[src/rtl/cpu_pkg.sv]
// Shared lane and mode encodings for the CPU fan-out blocks.
package cpu_pkg;

  typedef enum logic [1:0] {
    LANE_A = 2'b00,
    LANE_B = 2'b01,
    LANE_C = 2'b10,
    LANE_D = 2'b11
  } lane_e;

  typedef enum logic {
    MODE_RR  = 1'b0,
    MODE_DIR = 1'b1
  } mode_e;

endpackage

[src/rtl/rr_dispatch4_lane_buf.sv]
// Single-entry holding register with valid/ready; a load while draining keeps valid high.
module lane_buf #(
  parameter int WIDTH = 16
) (
  input  logic             clk,
  input  logic             reset,
  input  logic             load,
  input  logic [WIDTH-1:0] din,
  input  logic             ready,
  output logic [WIDTH-1:0] dout,
  output logic             valid,
  output logic             free
);

  assign free = ~valid | ready;

  always_ff @(posedge clk) begin
    if (reset) begin
      valid <= 1'b0;
      dout  <= '0;
    end else if (load) begin
      valid <= 1'b1;
      dout  <= din;
    end else if (valid && ready) begin
      valid <= 1'b0;
    end
  end

endmodule

[src/rtl/rr_dispatch4.sv]
// One-to-four word distributor: round-robin or directed lane choice, one buffer per lane.
module rr_dispatch4
  import cpu_pkg::*;
#(
  parameter int WIDTH = 16,
  parameter int CNT_W = 8
) (
  input  logic             clk,
  input  logic             reset,
  input  logic [WIDTH-1:0] din,
  input  logic             din_valid,
  output logic             din_ready,
  input  logic             mode,
  input  logic [1:0]       dest,
  output logic [1:0]       select,
  output logic [WIDTH-1:0] a,
  output logic [WIDTH-1:0] b,
  output logic [WIDTH-1:0] c,
  output logic [WIDTH-1:0] d,
  output logic             a_valid,
  output logic             b_valid,
  output logic             c_valid,
  output logic             d_valid,
  input  logic             a_ready,
  input  logic             b_ready,
  input  logic             c_ready,
  input  logic             d_ready,
  output logic [CNT_W-1:0] accepted
);

  logic [1:0]       ptr;
  logic             accept;
  logic [3:0]       rdy;
  logic [3:0]       vld;
  logic [3:0]       free;
  logic [3:0]       load;
  logic [WIDTH-1:0] dat [4];

  assign rdy = {d_ready, c_ready, b_ready, a_ready};

  // din_valid deliberately stays out of select/din_ready so no handshake loop forms.
  assign select    = (mode == MODE_DIR) ? dest : ptr;
  assign din_ready = free[select];
  assign accept    = din_valid & din_ready;

  for (genvar gi = 0; gi < 4; gi++) begin : g_lane
    assign load[gi] = accept & (select == 2'(gi));

    lane_buf #(.WIDTH(WIDTH)) u_lane (
      .clk   (clk),
      .reset (reset),
      .load  (load[gi]),
      .din   (din),
      .ready (rdy[gi]),
      .dout  (dat[gi]),
      .valid (vld[gi]),
      .free  (free[gi])
    );
  end

  assign a = dat[0];
  assign b = dat[1];
  assign c = dat[2];
  assign d = dat[3];
  assign a_valid = vld[0];
  assign b_valid = vld[1];
  assign c_valid = vld[2];
  assign d_valid = vld[3];

  always_ff @(posedge clk) begin
    if (reset) begin
      ptr      <= LANE_A;
      accepted <= '0;
    end else if (accept) begin
      accepted <= accepted + CNT_W'(1);
      if (mode == MODE_RR) ptr <= ptr + 2'd1;
    end
  end

endmodule

[config.mk]
export PLATFORM = sky130hd
export DESIGN_NAME = rr_dispatch4
export DESIGN_NICKNAME = d
export VERILOG_FILES = /design/src/rtl/cpu_pkg.sv /design/src/rtl/rr_dispatch4_lane_buf.sv /design/src/rtl/rr_dispatch4.sv
export SDC_FILE = /design/constraint.sdc
export NUM_CORES = 1
export LEC_CHECK = 0
export ABC_AREA = 1
export BUFFER_PORTS_ARGS = -buffer_cell sky130_fd_sc_hd__buf_2
export CAP_MARGIN = 20
export CELL_PAD_IN_SITES_DETAIL_PLACEMENT = 1
export CELL_PAD_IN_SITES_GLOBAL_PLACEMENT = 1
export CORE_ASPECT_RATIO = 1.4
export CORE_MARGIN = 5
export CORE_UTILIZATION = 39
export DETAILED_ROUTE_END_ITERATION = 16
export PLACE_DENSITY = 0.86
export SYNTH_ARGS = -nofsm -noshare
export SYNTH_HDL_FRONTEND = slang
export SYNTH_SLANG_ARGS = --single-unit
[constraint.sdc]
create_clock -name clk -period 2.7 [get_ports clk]
set_clock_uncertainty 0.1 [all_clocks]
set_input_delay 0.27 -clock clk [delete_from_list [all_inputs] [get_ports clk]]
set_output_delay 0.27 -clock clk [all_outputs]
set_load 0.05 [all_outputs]
# Yosys cells after proc, flatten, opt, wreduce, memory -nomap -nowiden
# Index checks and enable logic that the tools add are counted.
# word_totals
register_bits	78
in_bits	26
out_inout_bits	79
# classes
add_sub_neg	2
order_cmp	1
eq_ne	3
muxes	11
bitwise_logic	14
reduce_logical	10
# op_table
operator	count
$mux 1	9
$add 8x1->8 const B	1
$reduce_bool 2->1	4
$and 1x1->1	5
$not 1->1	5
$eq 2x2->1 const B	2
$logic_and 1x1->1	4
$or 1x1->1	4
$lt 2x3->1 const B	1
$add 2x1->2 const B	1
$bmux 1 s2	1
$eq 2x1->1 const B	1
$logic_not 2->1	1
$mux 2	1
$reduce_and 2->1	1

# Depth between registers and ports, before layout
# Gate-level depths: netlist of run 1.
# depth
depth_word	7
depth_mapped	11

# Hierarchy
# From an unflattened synthesis of run 1, not the netlist that was laid out.
# hier_totals
hier_cells	392
hier_area_um2	3001.6
# by_module_without_submodules
module	instances	cells_each	area_per_inst_um2
lane_buf	4	73	588.1
rr_dispatch4	1	100	649.4

# Worst setup path before layout of run 1
# OpenSTA, ideal clock, no wires.
# synth_path
path_kind	register to register
from	reg ptr[1]
to	reg g_lane[1].u_lane.dout[12]
arrival_ns	1.625
slack_ns	0.905
stages_incl_launch_ff	9
path_buffers	1
cell_sequence	dfxtp_1 nand2_1 nand2_2 nand3_1 nand2_2 nor2_8 buf_2 nand4_1 a21oi_1
# synth_between
elab_chain_len	5
word_cells_on_any_way	6
classes_between	eq/ne (1); mux (3); bitwise (2)
# synth_rtl
item	line	source
from (decl)	rr_dispatch4.sv:31	logic [1:0] ptr;
from (signal assigned)	rr_dispatch4.sv:76	if (mode == MODE_RR) ptr <= ptr + 2'd1;
$mux 2	rr_dispatch4.sv:42	assign select = (mode == MODE_DIR) ? dest : ptr;
named net select[1]	rr_dispatch4.sv:15	output logic [1:0] select,
$bmux 1 s2	rr_dispatch4.sv:43	assign din_ready = free[select];
$mux 1 (not written as such)	rr_dispatch4.sv:43	
named net din_ready	rr_dispatch4.sv:12	output logic din_ready,
$and 1x1->1	rr_dispatch4.sv:44	assign accept = din_valid & din_ready;
$and 1x1->1	rr_dispatch4.sv:47	assign load[gi] = accept & (select == 2'(gi));
to (signal assigned)	rr_dispatch4_lane_buf.sv:23	dout <= din;
to (decl)	rr_dispatch4_lane_buf.sv:10	output logic [WIDTH-1:0] dout,
# The timed path passes the listed nets, and every way through them passes these cells. The select of a mux whose other input is x is not followed.
# A chain may end at the register's enable or synchronous reset.

# Worst setup path after layout of run 1
# layout_path
from	reg ptr[1]
to	out din_ready
# layout_between
elab_chain_len	3
# layout_rtl
item	line
$mux 2	rr_dispatch4.sv:42
$bmux 1 s2	rr_dispatch4.sv:43
$mux 1 (not written as such)	rr_dispatch4.sv:43
to (decl)	rr_dispatch4.sv:12
# No other way between the ends. The select of a mux whose other input is x is not followed.

==> metrics.txt, run 1 <==
outcome=finished clean; hold-fix buffers at CTS=0; post-synthesis simple-gate area fraction=0.385; static leakage power=between 0.002 and 0.0025 µW; number of I/O pins=roughly 110; Synth Area in Compound Gates=0.0636; drt wl/cell=~17 µm; antenna violations before repair=0; Tot Pwr=between 3000 and 4000 µW; row count=40; fin crit period=2220 ps; unrepaired setup endpoints after global routing=false; fmax=around 450 MHz; violation count after the first detailed-route iteration=188; endpoints failing setup=0; die height=~120 µm; Max Root-Sink Buffers=2; Routed WL=around 11000 µm; TritonRoute pass-1 iters=4; final worst-path cycle share=0.824; Global Route Usage Sum=0.216; DRC=0; final core occ=0.499; RePlAce Congestion=0.897; largest family of logic cells by synthesized area=simple AND/OR/NAND/NOR gates; Rel. slew slack=0.366; Synth Warn #=0; PwrDens=between 700 and 800 nW/µm²; CTS Buf Count=9; #FFs+latches synth=around 80; max-cap violations=0; post-route cell area=about 4300 µm²; Sink Count=78; vias per cell=between 5 and 6; Final ANT Viol Nets=0; PostCTS Resize Cnt=0; DP Wirelength=slightly above 8000 µm; layout cells sized above 1=0.304; DR vias=3497; crit path DAT=approximately 1900 ps; Syn Inst Count=453; Slew Limit Fails=0; Worst-Margin Slew=around 950 ps; clk slew on worst S/H paths=around 60 ps; Synth Area in XOR/XNOR=0.0102; adder-cell share of the synthesized area=0.00364; Layout area overhead=24.9%; CTS H-tree depth=3; ant diodes=0; final hold viol count=0; largest net degree at the start of global routing=43; CORE AREA=around 8600 µm²; synthesized area per cell=between 7 and 8 µm²; Initial Util=0.400; post-synth net total=between 400 and 500; critical path data required time=between 2000 and 2500 ps; post-synthesis sequential area ratio=0.454; # nets final=approximately 570; post-synthesis mux area share=0; root buffer cell=clkbuf_16; area fraction of the dominant cell type after synthesis=0.454; area of the multi-input gates=around 1600 µm²; number of global-route vias before repair=roughly 3600; crit path max fanout=19; Fin Setup TNS=0 ps; Fillers=around 1100; first-pass GRT wire length=roughly 18000 µm; DIE AREA=between 10000 and 15000 µm²; Area contributors post-synth=dfxtp_1 (45%), nand4_1 (12%), nand2_1 (9.3%); Horiz. Die Dim=roughly 89 µm; VDD IR max=just under 0.0004 V; clk_lat worst skew=340 ps; post-synthesis cell type with the largest combined area=dfxtp_1; dpl cell area=4000 µm²; buffers added on ports=roughly 100; FF+latch area=around 1600 µm²; Critical Path Sink Type=output port; HP Class=input port to flop; CTS tree=done; Startpoint Class=flop; mapped cell area=3440 µm²; Post-CTS Setup Inserts=0; grt total ovfl=0; Setup CP Type=flop to output port; Distinct cells, synth=26
==> where the power goes <==
group          leakage [µW]  switching, µW  internal, µW  total, µW
Sequential         0.000636           42.0          1220       1260
Combinational       0.00124            464           147        611
Clock              0.000152            463           761       1220
Total               0.00203            970          2120       3090
==> stage by stage <==
step	hold WS (ps)	worst slack, ps	cells
2_1_floorplan	338	905	453
3_3_place_gp	347	741	639
3_5_place_dp	352	631	639
4_1_cts	116	474	655
5_1_grt	144	390	655
6_report	114	475	655
==> layer usage <==
| layer | vias up | wire (µm) | share of wire | GRT usage |
|---|---|---|---|---|
| met2 | 109 | 5720 | 0.51 | 0.359 |
| met4 | 0 | 320 | 0.029 | 0.114 |
| met1 | 1670 | 4480 | 0.40 | 0.263 |
| li1 | 1695 | - | - | - |
| met3 | 23 | 645 | 0.058 | 0.0326 |
| met5 | - | 0 | 0 | 0 |
==> cell usage after synthesis, drive strengths merged <==
master and number:
nand3 13, xor2 3, buf 17, nor2 87, a31oi 3, inv 30, nor3 1, ha 1
clkinv 1, nand3b 1, nand4 67, a21oi 40, dfxtp 78, nand2 94, xnor2 1, clkbuf 16
==> flip-flops by register name, summed over array words and instances (netlist names) <==
register,cells
accepted,8
ptr,2
g_lane.u_lane.dout,64
g_lane.u_lane.valid,4
==> path summary, 6_finish.rpt <==
kind | startpoint | end | slack [ps] | depth (start not counted)
setup / recovery | ptr[1] | din_ready | 480 | 7
hold reg to reg | g_lane[2].u_lane.dout[1] | g_lane[2].u_lane.dout[1] | 360 | 2
setup reg to reg | ptr[1] | g_lane[0].u_lane.dout[13] | 650 | 9
hold / removal | a_ready | g_lane[0].u_lane.valid | 110 | 4
==> layout make-up <==
class	instances	area share
inverter	31	0.0271
clock buffer	12	0.0597
tap	105	0.0306
multi-input combinational	311	0.370
timing repair buffer	114	0.139
clock inverter	4	0.0105
sequential	78	0.363
==> logic make-up (layout without fill, tap and decap cells) <==
family	count (synthesis)	count (layout)
buffers and inverters	64	161
DFF	78	78
xor gates and xnor gates	4	4
and+or+nand+nor	263	263
AOI/OAI and AO/OA	43	43
adders and majority gates	1	1
==> critical path, cell delays in order, from the launching register on <==
cell and delay (ps):
dfxtp_1 390, inv_1 70, nand2_2 70, nand2_2 90, nand3_1 130, nand2_2 100
nor2_8 320, buf_2 340
==> cell usage in the layout, fill, tap and decap left out, drive strengths merged, types with 3 or more instances in the layout <==
master	synthesis	final
nand3	13	13
nor2	87	87
clkbuf	16	12
nand4	67	67
buf	17	114
a21oi	40	40
a31oi	3	3
inv	30	30
xor2	3	3
dfxtp	78	78
clkinv	1	4
nand2	94	94
Note: power is estimated with default switching activity, not from simulation.
==> run 2, diff against run 1 <==
--- a/config.mk
+++ b/config.mk
@@ -12,9 +12,9 @@
 export CELL_PAD_IN_SITES_GLOBAL_PLACEMENT = 1
 export CORE_ASPECT_RATIO = 1.4
 export CORE_MARGIN = 5
-export CORE_UTILIZATION = 39
+export CORE_UTILIZATION = 33
 export DETAILED_ROUTE_END_ITERATION = 16
-export PLACE_DENSITY = 0.86
+export PLACE_DENSITY = 0.78
 export SYNTH_ARGS = -nofsm -noshare
 export SYNTH_HDL_FRONTEND = slang
 export SYNTH_SLANG_ARGS = --single-unit
==> constraint.sdc (replaced) <==
create_clock -name clk -period 1.9 [get_ports clk]
set_clock_uncertainty 0.1 [all_clocks]
set_input_delay 0.19 -clock clk [delete_from_list [all_inputs] [get_ports clk]]
set_output_delay 0.19 -clock clk [all_outputs]
set_load 0.05 [all_outputs]
==> run 2 against run 1 <==
  * Hold slack got worse by 87 ps
  * Clock power is 45% higher
  * Core utilization down 4.6 points
  * Cell count is 7.8% higher
  * Combinational power is 56% higher
  * Global-route usage is 2.6 points lower
  * Sequential power rose by 41%
  * Power increased by 46%
  * Count of clock-buffer cells in the layout decreased by 2
  * Largest power group unchanged
==> metrics.txt, run 2 (synthesis gave the netlist of run 1 again) <==
leading cell type in the layout, fill and taps excluded=buf_2; Largest Register=g_lane.u_lane.dout; Global Route Usage Sum=0.190; buffers added on ports=104; pre-CTS setup slack=-16.6 ps; RePlAce Congestion=0.808; Startpoint Class=flop; area of the multi-input gates=1640 µm²; slowest library cell on the worst path=dfxtp_4; FF+latch area=roughly 1600 µm²; row count=44; antenna violations before repair=0; Horiz. Die Dim=96.3 µm; Setup CP Type=flop to flop; drt wl/cell=approximately 17 µm; clk_lat worst skew=340 ps; # nets final=slightly below 600; final hold viol count=0; static leakage power=0.00219 µW; max reg flops=64; vias per cell=~5.0; final setup margin=roughly 50 ps; number of global-route vias before repair=~3700; Final ANT Viol Nets=0; Rel. slew slack=0.612; Max Root-Sink Buffers=2; grt total ovfl=0; critical path data required time=between 2000 and 2500 ps; fmax=~540 MHz; ant diodes=0; outcome=finished clean; TritonRoute pass-1 iters=4; cell total after placement=680; Slew Limit Fails=0; WHS=27.3 ps; switching part of the total=0.306; die height=131 µm; Most common cell on crit path=nand2_2; CORE AREA=10300 µm²; PwrDens=slightly below 1000 nW/µm²; crit path cell chain=inv_1 > nand2_2 > nand2_2 > nand3_1 > nand2_2 > nor2_8 > buf_8 > buf_4 > nand3_4 > clkbuf_16 > nand2_1 > a21oi_1; HP Class=input port to flop; CTS tree=done; Routed WL=11700 µm; slowest stage delay, CP=about 360 ps; crit path max fanout=7; Finished Layout Cells=706; largest registers=g_lane.u_lane.dout x64, accepted x8, g_lane.u_lane.valid x4; Worst-Margin Slew=about 580 ps; DR vias=3530; fin crit period=~1900 ps; most frequent cells in the layout=buf_2 (103), nand2_1 (84), dfxtp_1 (76); DIE AREA=between 10000 and 15000 µm²; Fillers=approximately 1300; clk slew on worst S/H paths=60 ps; Flop pwr share=0.396; root buffer cell=clkbuf_16; largest net degree at the start of global routing=43; crit path DAT=1960 ps; layout cells sized above 1=0.338; Critical Path Sink Type=flop; final worst-path cycle share=0.974; violation count after the first detailed-route iteration=approximately 160; DRC=0; hold-fix buffers at CTS=0; Comb power frac=0.212; CTS Buf Count=9; Power Internal=between 3000 and 4000 µW; clock network fraction of total power=0.393; VDD IR max=around 0.00048 V; max-cap violations=0; CTS H-tree depth=3; Sink Count=78; first-pass GRT wire length=18300 µm; endpoints failing setup=0; number of I/O pins=around 110; DP Wirelength=roughly 8400 µm; Initial Util=0.334; Layout area overhead=35.6%; P_sw=around 1400 µW
==> run 2: worst max-delay path: cells and delay by family (launching register included) <==
kind | cells | cell delay (ps)
AO/OA/AOI/OAI | 1 | 60
buffers and inverters | 4 | 550
flip-flops | 1 | 360
AND/OR/NAND/NOR | 7 | 660
==> run 2: area by class of cell <==
cell class,instances,share of cell area
Multi-Input combinational cell,311,0.350
Clock buffer,10,0.0491
Timing Repair Buffer,133,0.186
Inverter,31,0.0249
Sequential cell,78,0.336
Tap cell,138,0.0370
Clock inverter,5,0.0161
==> run 2: final timing paths <==
kind | start | endpoint | slack [ps] | cells after the start
worst min-delay path | b_ready | g_lane[1].u_lane.valid | 30 | 4
worst min register to register | g_lane[1].u_lane.dout[12] | g_lane[1].u_lane.dout[12] | 360 | 2
worst max register to register | ptr[1] | g_lane[1].u_lane.dout[14] | 50 | 12
worst max-delay path | ptr[1] | g_lane[1].u_lane.dout[14] | 50 | 12
==> run 2: routing by layer <==
layer	up-vias	wire [µm]	GRT usage
li1	1730	-	-
met5	-	0	0
met4	0	415	0.114
met1	1678	4820	0.218
met2	93	5880	0.322
met3	29	542	0.0344
==> run 2: power by group through the flow <==
stage	clock network (µW)	logic, µW	registers (µW)
CTS	1810	926	1790
global route	1880	1020	1790
finish	1770	954	1780
global placement	0	877	1820
floorplan	0	346	2110
detailed placement	0	894	1820
==> run 2: per-stage QoR <==
step	TNS [ps]	cell area (µm²)	total power, µW	util
floorplan	0	3440	2460	-
global placement	0	4120	2690	0.400
detailed placement	-23.8	4120	2710	0.400
CTS	-21.4	4550	4520	0.442
global route	-78.6	4670	4690	0.453
finish	0	4670	4510	0.453
==> run 2: what timing repair did <==
action | 4_1_cts | 5_1_grt
pin swaps | 3 | 4
hold endpoints to repair | 0 | 0
buffers inserted | 7 | 2
resized for setup | 9 | 13
setup endpoints to repair | 16 | 52
gates cloned | 0 | 2
==> run 3, diff against run 2 <==
--- a/config.mk
+++ b/config.mk
@@ -6,15 +6,15 @@
 export NUM_CORES = 1
 export LEC_CHECK = 0
 export ABC_AREA = 1
-export BUFFER_PORTS_ARGS = -buffer_cell sky130_fd_sc_hd__buf_2
 export CAP_MARGIN = 20
 export CELL_PAD_IN_SITES_DETAIL_PLACEMENT = 1
 export CELL_PAD_IN_SITES_GLOBAL_PLACEMENT = 1
 export CORE_ASPECT_RATIO = 1.4
 export CORE_MARGIN = 5
-export CORE_UTILIZATION = 33
+export CORE_UTILIZATION = 40
 export DETAILED_ROUTE_END_ITERATION = 16
-export PLACE_DENSITY = 0.78
+export DONT_BUFFER_PORTS = 1
+export PLACE_DENSITY = 0.76
 export SYNTH_ARGS = -nofsm -noshare
 export SYNTH_HDL_FRONTEND = slang
 export SYNTH_SLANG_ARGS = --single-unit
==> run 3 against run 2 <==
  * Cell count shrank 14%
  * Critical path depth is the same
  * Largest power group unchanged
  * Sequential share of layout area increased by 1.4 points
  * Largest cell class unchanged
  * Hold slack got worse by 37 ps
  * Combinational power is 37% lower
  * Non-clock buffer count down 68
  * Global-route usage is 2.9 points higher
  * Power increased by 0.91%
  * The flow now finishes with violations (hold timing)
  * Final area decreased by 4.3%
  * Setup slack improved by 13 ps
  * Die area decreased by 16%
==> metrics.txt, run 3 (synthesis gave the netlist of run 1 again) <==
most frequent cells in the layout=nand2_1 (85), dfxtp_1 (76), nand4_1 (67); CTS tree=done; routed wl met3=roughly 880 µm; reg-to-reg setup timing slack=~63 ps; outcome=finished, violations left; Startpoint Class=flop; Max Root-Sink Buffers=2; Critical Path Sink Type=flop; CORE AREA=between 8000 and 9000 µm²; Largest Register=g_lane.u_lane.dout; Flop pwr share=0.455; Final ANT Viol Nets=0; Rel. slew slack=0.351; failing checks=hold timing; endpoints failing setup=0; # nets final=about 520; max-cap violations=0; Horiz. Die Dim=88.4 µm; ant diodes=0; Finished Layout Cells=a little over 600; top routing layer in use=met4; pre-CTS setup slack=approximately 63 ps; first-pass GRT wire length=17800 µm; RePlAce Congestion=about 0.84; met2 wire len=approximately 6300 µm; largest net degree at the start of global routing=63; grt total ovfl=0; cell total after placement=550; crit path DAT=around 2000 ps; switching part of the total=0.309; Worst-Margin Slew=968 ps; number of global-route vias before repair=roughly 3300; Initial Util=0.405; clock network fraction of total power=0.412; HP Class=input port to flop; WHS=-9.85 ps; max reg flops=64; number of I/O pins=roughly 110; fin crit period=around 1800 ps; buffers added on ports=0; fmax=around 540 MHz; CTS Buf Count=9; VDD IR max=0.000563 V; violation count after the first detailed-route iteration=between 100 and 150; Routed WL=between 10000 and 15000 µm; critical path data required time=slightly above 2000 ps; layout cells sized above 1=0.199; final setup margin=between 60 and 70 ps; TritonRoute pass-1 iters=4; antenna violations before repair=0; crit path max fanout=8; Slew Limit Fails=0; vias per cell=about 5.5; Global Route Usage Sum=0.219; drt wl/cell=~20 µm; Setup CP Type=flop to flop; Fillers=1028; leading cell type in the layout, fill and taps excluded=nand2_1; P_sw=~1400 µW; clk slew on worst S/H paths=roughly 60 ps; DP Wirelength=~7500 µm; final hold viol count=1; largest registers=g_lane.u_lane.dout x64, accepted x8, g_lane.u_lane.valid x4; Comb power frac=0.133; root buffer cell=clkbuf_16; PwrDens=just over 1000 nW/µm²; clk_lat worst skew=approximately 340 ps; Routed met1 length=roughly 4600 µm; CTS H-tree depth=3; die height=120 µm; DIE AREA=10600 µm²; DR vias=3335; Fin Setup TNS=0 ps; DRC=0; Sink Count=78; Layout area overhead=29.8%; row count=40; final worst-path cycle share=0.967; unrepaired setup endpoints after global routing=true; static leakage power=around 0.0018 µW; Power Internal=3150 µW
[run 3: changes by cell type in the layout (fill, tap and decap cells not counted), moves of 2 or more]
cell / previous run / this run
nand3_1: 9 / 11
buf_2: 103 / 0
dlygate4sd3_1: 0 / 23
dfxtp_2: 0 / 2
dfxtp_4: 2 / 0
clkinvlp_4: 0 / 2
buf_4: 19 / 30
nand3_2: 2 / 0
[run 3: through the flow]
stage,utilization,instance area (µm²),total power (µW)
2_1_floorplan,-,3440,2460
3_3_place_gp,0.423,3600,2540
3_5_place_dp,0.423,3600,2550
4_1_cts,0.500,4250,4520
5_1_grt,0.525,4470,4730
6_report,0.525,4470,4550
[run 3: critical path, stage by stage (launching register included)]
cell and delay, ps:
dfxtp_2 350, inv_1 70, nand2_1 70, nand2_2 80, nand3_1 90, nand2_2 90, nor2_8 150, buf_4 150
nand2_8 100, nor2_8 210, clkbuf_16 180, nor2_2 30, nor2_1 110
[run 3: cell type report]
class                           instances  area (µm²)  area share
Multi-Input combinational cell        312        1630       0.365
Clock buffer                           10         239      0.0535
Clock inverter                          6        85.1      0.0190
Timing Repair Buffer                   65         703       0.157
Inverter                               31         116      0.0260
Tap cell                              105         131      0.0294
Sequential cell                        78        1560       0.350
[run 3: final timing paths]
kind	from	endpoint	cells past startpoint
setup / recovery	ptr[0]	g_lane[2].u_lane.dout[7]	12
hold / removal	din_valid	g_lane[2].u_lane.dout[15]	3
setup reg to reg	ptr[0]	g_lane[2].u_lane.dout[7]	12
hold reg to reg	ptr[1]	ptr[1]	2
[run 3: metal layers]
metal | vias to the layer above | track usage
li1 | 1605 | -
met5 | - | 0
met3 | 15 | 0.0790
met4 | 0 | 0.0699
met1 | 1613 | 0.256
met2 | 102 | 0.366
[run 3: power by group through the flow]
stage / clock network (µW) / registers, µW / logic (µW)
global placement: 0 / 2100 / 432
detailed placement: 0 / 2110 / 446
global route: 1990 / 2080 / 658
finish: 1880 / 2070 / 605
floorplan: 0 / 2110 / 346
CTS: 1900 / 2070 / 551
[run 3: repair_timing]
action                                  CTS  global route
hold endpoints to repair                 64             1
buffers inserted                          3             9
pin swaps                                 1             3
gates cloned                              1             3
endpoints found under the setup margin    1            53
gates resized for setup                   2             8
hold buffers                             24             1
